<file path="src/rtl/mips_pkg.sv">
// Shared MIPS datapath definitions: control-word layout and architectural constants.
package mips_pkg;

  localparam int unsigned CTRLBITS = 14;

  // Control word bit positions, LSB first.
  localparam int unsigned CTRL_HALT        = 0;
  localparam int unsigned CTRL_USES_RT     = 1;
  localparam int unsigned CTRL_REG_WRITE   = 2;
  localparam int unsigned CTRL_MEM_SIZE_LO = 3;
  localparam int unsigned CTRL_MEM_SIZE_HI = 4;
  localparam int unsigned CTRL_MEM_WRITE   = 5;
  localparam int unsigned CTRL_MEM_READ    = 6;
  localparam int unsigned CTRL_ALU_OP_LO   = 7;
  localparam int unsigned CTRL_ALU_OP_HI   = 10;
  localparam int unsigned CTRL_ALU_SRC     = 11;
  localparam int unsigned CTRL_REG_DST_LO  = 12;
  localparam int unsigned CTRL_REG_DST_HI  = 13;

  typedef struct packed {
    logic [1:0] reg_dst;
    logic       alu_src;
    logic [3:0] alu_op;
    logic       mem_read;
    logic       mem_write;
    logic [1:0] mem_size;
    logic       reg_write;
    logic       uses_rt;
    logic       halt;
  } ctrl_t;

  localparam logic [4:0] REG_ZERO = 5'd0;

endpackage

</file>
<file path="src/rtl/load_use_detect.sv">
// Combinational load-use hazard detector between the EX-stage load and the ID-stage consumer.
module load_use_detect
  import mips_pkg::*;
#(
  parameter int unsigned RBITS = 5
) (
  input  logic             ex_valid,
  input  logic             ex_mem_read,
  input  logic [RBITS-1:0] ex_rt,
  input  logic             id_valid,
  input  logic [RBITS-1:0] id_rs,
  input  logic [RBITS-1:0] id_rt,
  input  logic             id_uses_rt,
  output logic             stall
);

  logic rs_hit;
  logic rt_hit;

  always_comb begin
    rs_hit = (ex_rt == id_rs);
    rt_hit = id_uses_rt & (ex_rt == id_rt);
    stall  = id_valid & ex_valid & ex_mem_read
           & (ex_rt != RBITS'(REG_ZERO)) & (rs_hit | rt_hit);
  end

endmodule

</file>
<file path="src/rtl/id_ex_latch.sv">
// ID/EX pipeline register with load-use stall, flush/halt bubbling and a debug bubble counter.
module id_ex_latch
  import mips_pkg::*;
#(
  parameter int unsigned NBITS    = 32,
  parameter int unsigned RBITS    = 5,
  parameter int unsigned CTRLBITS = mips_pkg::CTRLBITS,
  parameter int unsigned CNTBITS  = 16
) (
  input  logic                i_clk,
  input  logic                i_rst_n,
  input  logic                i_enable,
  input  logic                i_flush,
  input  logic                i_valid,
  input  logic [NBITS-1:0]    i_pc4,
  input  logic [NBITS-1:0]    i_rs_data,
  input  logic [NBITS-1:0]    i_rt_data,
  input  logic [NBITS-1:0]    i_imm_ext,
  input  logic [RBITS-1:0]    i_rs,
  input  logic [RBITS-1:0]    i_rt,
  input  logic [RBITS-1:0]    i_rd,
  input  logic [4:0]          i_shamt,
  input  logic [CTRLBITS-1:0] i_ctrl,
  output logic [NBITS-1:0]    o_pc4,
  output logic [NBITS-1:0]    o_rs_data,
  output logic [NBITS-1:0]    o_rt_data,
  output logic [NBITS-1:0]    o_imm_ext,
  output logic [RBITS-1:0]    o_rs,
  output logic [RBITS-1:0]    o_rt,
  output logic [RBITS-1:0]    o_rd,
  output logic [4:0]          o_shamt,
  output logic [CTRLBITS-1:0] o_ctrl,
  output logic                o_valid,
  output logic                o_stall,
  output logic                o_halted,
  output logic [CNTBITS-1:0]  o_bubble_cnt
);

  logic forced_bubble;
  logic load_real;

  load_use_detect #(
    .RBITS(RBITS)
  ) u_load_use_detect (
    .ex_valid   (o_valid),
    .ex_mem_read(o_ctrl[CTRL_MEM_READ]),
    .ex_rt      (o_rt),
    .id_valid   (i_valid),
    .id_rs      (i_rs),
    .id_rt      (i_rt),
    .id_uses_rt (i_ctrl[CTRL_USES_RT]),
    .stall      (o_stall)
  );

  // A halted pipe swallows everything, so flush/stall no longer count as forcing the bubble.
  always_comb begin
    forced_bubble = ~o_halted & (i_flush | o_stall);
    load_real     = ~o_halted & ~i_flush & ~o_stall & i_valid;
  end

  always_ff @(posedge i_clk or negedge i_rst_n) begin
    if (!i_rst_n) begin
      o_pc4        <= '0;
      o_rs_data    <= '0;
      o_rt_data    <= '0;
      o_imm_ext    <= '0;
      o_rs         <= '0;
      o_rt         <= '0;
      o_rd         <= '0;
      o_shamt      <= '0;
      o_ctrl       <= '0;
      o_valid      <= 1'b0;
      o_halted     <= 1'b0;
      o_bubble_cnt <= '0;
    end else if (i_enable) begin
      o_pc4     <= i_pc4;
      o_rs_data <= i_rs_data;
      o_rt_data <= i_rt_data;
      o_imm_ext <= i_imm_ext;
      o_rs      <= i_rs;
      o_rt      <= i_rt;
      o_rd      <= i_rd;
      o_shamt   <= i_shamt;
      o_valid   <= load_real;
      o_ctrl    <= load_real ? i_ctrl : '0;
      if (load_real && i_ctrl[CTRL_HALT]) begin
        o_halted <= 1'b1;
      end
      if (forced_bubble && i_valid && (o_bubble_cnt != '1)) begin
        o_bubble_cnt <= o_bubble_cnt + CNTBITS'(1);
      end
    end
  end

endmodule

</file>
<file path="config.mk">
export PLATFORM = sky130hd
export DESIGN_NAME = id_ex_latch
export DESIGN_NICKNAME = d
export VERILOG_FILES = /design/src/rtl/mips_pkg.sv /design/src/rtl/load_use_detect.sv /design/src/rtl/id_ex_latch.sv
export SDC_FILE = /design/constraint.sdc
export NUM_CORES = 1
export LEC_CHECK = 0
export ABC_AREA = 1
export CAP_MARGIN = 20
export CELL_PAD_IN_SITES_DETAIL_PLACEMENT = 1
export CELL_PAD_IN_SITES_GLOBAL_PLACEMENT = 1
export CORE_ASPECT_RATIO = 1.1
export CORE_MARGIN = 5
export CORE_UTILIZATION = 31
export CTS_CLUSTER_DIAMETER = 100
export DETAILED_ROUTE_END_ITERATION = 7
export PLACE_DENSITY_LB_ADDON = 0.1
export SLEW_MARGIN = 20
export SYNTH_ARGS = -nofsm -noshare
export SYNTH_HDL_FRONTEND = slang
export SYNTH_SLANG_ARGS = --single-unit
</file>
<file path="constraint.sdc">
create_clock -name i_clk -period 5 [get_ports i_clk]
set_clock_uncertainty 0.1 [all_clocks]
set_input_delay 1 -clock i_clk [delete_from_list [all_inputs] [get_ports i_clk]]
set_output_delay 1 -clock i_clk [all_outputs]
set_load 0.03 [all_outputs]
</file>
# [After elaboration in Yosys (flattened, before gate mapping)]
# Index checks and enable logic that the tools add are counted.
[totals] reg_bits=180 in_bits=167 word_cells=37
[classes] addsub=1 eq_ne=3 mux=1 bitwise_logic=14 n_reduce_logical=6
[op_table] cell="$add 16x1->16 const B" n=1
[op_table] cell="$ne 16x16->1 const B" n=1
[op_table] cell="$mux 14" n=1
[op_table] cell="$eq 5x5->1" n=2
[op_table] cell="$and 1x1->1" n=9
[op_table] cell="$reduce_bool 5->1" n=1
[op_table] cell="$reduce_and 2->1" n=2
[op_table] cell="$logic_and 1x1->1" n=3
[op_table] cell="$not 1->1" n=3
[op_table] cell="$or 1x1->1" n=2

# [Logic depth before layout (Yosys ltp)]
[logic_depth] word_depth=9 mapped_depth=12 mapped_depth_nobuf=11

# [Cells and area by module]
# Synthesis repeated with hierarchy kept, for this count alone.
[unflattened] cells_unflattened=872 hier_area_um2=7350.8
[modules_own_cells] mod="id_ex_latch" n_inst=1 cells_each=819 area_each_um2=7126.8 seq_area_each_um2=4504.3
[modules_own_cells] mod="load_use_detect" n_inst=1 cells_each=53 area_each_um2=224.0 seq_area_each_um2=0.0

# [Least setup slack after synthesis]
# OpenSTA, ideal clock, no wires.
[synth_path] path_kind="input port to output port" from="input port i_rs[4]" to="output port o_stall" t_arrival_ns=1.609 required_ns=3.900 slack_ns=2.291 stages=8 path_cell_list="inv_1 nand2_1 nand2_1 nor2_1 nand3_1 nand2_1 nand2_2 inv_1"
[synth_between] elab_chain_len=3
[synth_rtl] element="start: declaration" line="id_ex_latch.sv:19" source="input logic [RBITS-1:0] i_rs,"
[synth_rtl] element="$eq 5x5->1" line="load_use_detect.sv:21" source="rs_hit = (ex_rt == id_rs);"
[synth_rtl] element="$or 1x1->1" line="load_use_detect.sv:24" source="& (ex_rt != RBITS'(REG_ZERO)) & (rs_hit | rt_hit);"
[synth_rtl] element="$and 1x1->1" line="load_use_detect.sv:24"
[synth_rtl] element="end: declaration" line="id_ex_latch.sv:34" source="output logic o_stall,"
# Every way passes these cells.

# [Worst setup path in the final report]
# Ends and elaborated chain as after synthesis.

==> run_results.csv <==
group,metric,value,unit
clock_network,ctsHoldBuffers,0,
grt,first_global_vias,7401,
layout,n_fill_cell,2796,
hold_path,min_from,"o_rt_data[20]$_DFFE_PN0P_",
synthesis,syn_area,0.007422,mm^2
floorplanning,die-height,172.3,um
synthesis,async_reset_ff_frac,1.000,
floorplanning,initial_core_util,0.3142,
worst_setup_path,slowest_delay,0.66,ns
drt,routed_wl,26.35,mm
worst_setup_path,r2r_slack,2.88,ns
worst_setup_path,crit_type,"input pin to output pin",
sta,final-hold-violation-count,0,
synthesis,seq_area_frac_synth,0.6069,
synthesis,synth_cell_types,24,
power_and_ir_drop,p_per_area,316.4,mW/mm^2
synthesis,synth_most_common_cell,"nand2_1",
drt,drcViolationCount,0,
worst_setup_path,endpoint_kind,"output pin",
clock_network,cts_tree,"yes",
status,status,"finished clean",
grt,antenna_found_initial,1,
place,dp_hpwl,19.10,mm
floorplanning,coreArea,0.02362,mm^2
drt,dr.pass1.iters,4,
layout,drive_above_1_share,0.04568,
worst_setup_path,worstRegToRegCells,9,
synthesis,yosysTopAreaCellShare,0.6069,
clock_network,postCtsResizedCells,0,
synthesis,synthTopCellsByCount,"nand2_1 (530), dfrtp_1 (180), inv_1 (34)",
place,dp_slack,1.081,ns
drt,vias,6888,
clock_network,clockBufferDepth,2,
worst_setup_path,cp_data_required_time,3.90,ns
synthesis,ys.flop_type,"dfrtp_1",
sta,fin_ws,1.054,ns
clock_network,clock_latency,0.42,ns
worst_setup_path,path_cells,"clkdlybuf4s50_1 > inv_1 > nand2_1 > nand2_1 > nor2_1 > nand3_1 > nand2_1 > nand2_2 > inv_1 > clkdlybuf4s50_1",
sta,setup_tns,0,ns
grt,grt_first_pass_wirelength,41.09,mm
floorplanning,num_io_pins,348,
synthesis,synth.avg_cell_area,8.377,um^2
worst_setup_path,r2r-start,"o_bubble_cnt[0]$_DFFE_PN0P_",
synthesis,syn_inst,886,
sta,fin_crit,3.946,ns
grt,gr-usage-all-layers,0.1945,
sta,finalSetupViolations,0,
clock_network,clkTransAtPathRegs,0.07,ns
drt,first_iter_violations,222,
sta,slew_viol_final,0,
sta,timing.fmax,253.4,MHz
floorplanning,core.rowCount,59,
clock_network,cts_setup_buffers,0,
synthesis,yosysWarnings,0,
clock_network,clock-sinks,180,
worst_setup_path,crit_top_cell,"nand2_1",
grt,grt_start_max_net_pins,101,
sta,finalCritPeriodShare,0.7892,
layout,nNetsFinal,1382,
power_and_ir_drop,leakage,5.696,nW
synthesis,synthTopCellsByArea,"dfrtp_1 (61%), nand2_1 (27%), nand4_1 (1.9%), inv_1 (1.7%), nand3_1 (1.6%)",
worst_setup_path,critPathArrivalTime,2.85,ns
clock_network,clockRootBuffer,"clkbuf_16",
floorplanning,die_width,157.5,um
power_and_ir_drop,peakVddDrop,191.6,uV
place,gp_congestion,0.7646,
run,maxCapViolations,0,
synthesis,postSynthNetCount,1054,
sta,worst_pin_slew,0.8578,ns
worst_setup_path,timing.rr.end,"o_bubble_cnt[9]$_DFFE_PN0P_",
synthesis,synth_top_cell_by_area,"dfrtp_1",
worst_setup_path,critPathLaunch,"i_rs[4]",
hold_path,worstHoldPathType,"flop to flop",
layout,area_growth,57.25,%
worst_setup_path,crit_fanout,2,
synthesis,synth-edff-count,0,
place,io_buffers,347,
synthesis,synth.ff_latch_count,180,
sta,rsz0062_at_grt,"no",
floorplanning,dieArea,0.02714,mm^2
drt,vias_per_cell,4.496,
grt,grt-ovfl-total,0,
clock_network,cts_buffers,17,
sta,relSlewSlack,0.4281,
clock_network,h-tree-depth,4,
worst_setup_path,cp_slowest_cell,"clkdlybuf4s50_1",
worst_setup_path,startpoint_type,"input pin",
drt,ant_nets,0,
worst_setup_path,endpoint,"o_stall",
drt,wl_per_cell,17.20,um
sta,timing.hold.ws,0.3710,ns
stage by stage:
stage | cell area, um^2 | util | power [W] | cells
2_1_floorplan | 7422 | - | 0.002006 | 886
5_1_grt | 11670 | 0.4941 | 0.003866 | 1532
3_5_place_dp | 11130 | 0.4710 | 0.002456 | 1500
6_report | 11670 | 0.4941 | 0.003693 | 1532
4_1_cts | 11670 | 0.4940 | 0.003751 | 1531
3_3_place_gp | 11130 | 0.4710 | 0.002446 | 1500
layout make-up:
type                       instances  area, um^2  share of cell area
clock buffer                      20       446.7             0.03827
multi-input combinational        626        2575              0.2206
clock inverter                    11       95.09            0.008148
tap                              305       381.6             0.03270
inverter                          37       141.4             0.01211
sequential                       180        4504              0.3859
timing repair buffer             352        3525              0.3020
antenna                            1       2.502           0.0002144
how the worst min path moves through the flow:
| stage | cells after the start | slack (ns) | to |
|---|---|---|---|
| after floorplan | 2 | 0.37 | o_ctrl[6]$_DFFE_PN0P_ |
| after global placement | 2 | 0.35 | o_rs_data[29]$_DFFE_PN0P_ |
| after detailed placement | 2 | 0.36 | o_rt_data[20]$_DFFE_PN0P_ |
| after CTS | 2 | 0.38 | o_rt_data[20]$_DFFE_PN0P_ |
| after global routing | 2 | 0.39 | o_rs_data[4]$_DFFE_PN0P_ |
| final | 2 | 0.37 | o_rt_data[20]$_DFFE_PN0P_ |
layer usage:
metal  track usage  vias to the layer above  routed length (um)
li1              -                     3350                   -
met1        0.2205                     3308               10140
met2        0.3404                      196               13360
met3       0.07359                       34                2254
met4       0.05986                        0                 596
met5             0                        -                   0
placed cells by master (no fill, tap or decap), types with 5 or more instances in the layout:
cell and n:
nand2_1 530, clkdlybuf4s50_1 345, dfrtp_1 180, inv_1 33, nand3_1 23, nand4_1 23, clkbuf_16 17, nor2_1 14
o21ai_0 9, nand3_2 6, nor2_2 5, buf_4 5
report_power, final:
part	switching (W)	internal, W	total [W]
Clock	0.000618	0.000660	0.00128
Combinational	0.000448	0.000346	0.000794
Sequential	0.0000603	0.00156	0.00162
sequential cells by signal, summed over array words and instances, names as in the netlist:
name,flops
o_imm_ext,32
o_rs,5
o_shamt,5
o_bubble_cnt,16
o_rs_data,32
o_pc4,32
o_ctrl,14
o_valid,1
o_rd,5
o_halted,1
o_rt,5
o_rt_data,32
critical path: cells and delay by family:
kind | cells | cell delay, ns
and+or+nand+nor | 6 | 0.60
buffers and inverters | 4 | 1.25
logic make-up after synthesis:
| family | after synthesis | share of synthesized area |
|---|---|---|
| and+or+nand+nor | 609 | 0.3302 |
| DFF | 180 | 0.6069 |
| buffers and inverters | 80 | 0.04653 |
| AOI/OAI and AO/OA | 10 | 0.007585 |
| xor gates and xnor gates | 6 | 0.007080 |
| adders and majority gates | 1 | 0.001686 |
No activity file was read; power rests on OpenSTA's default activity.
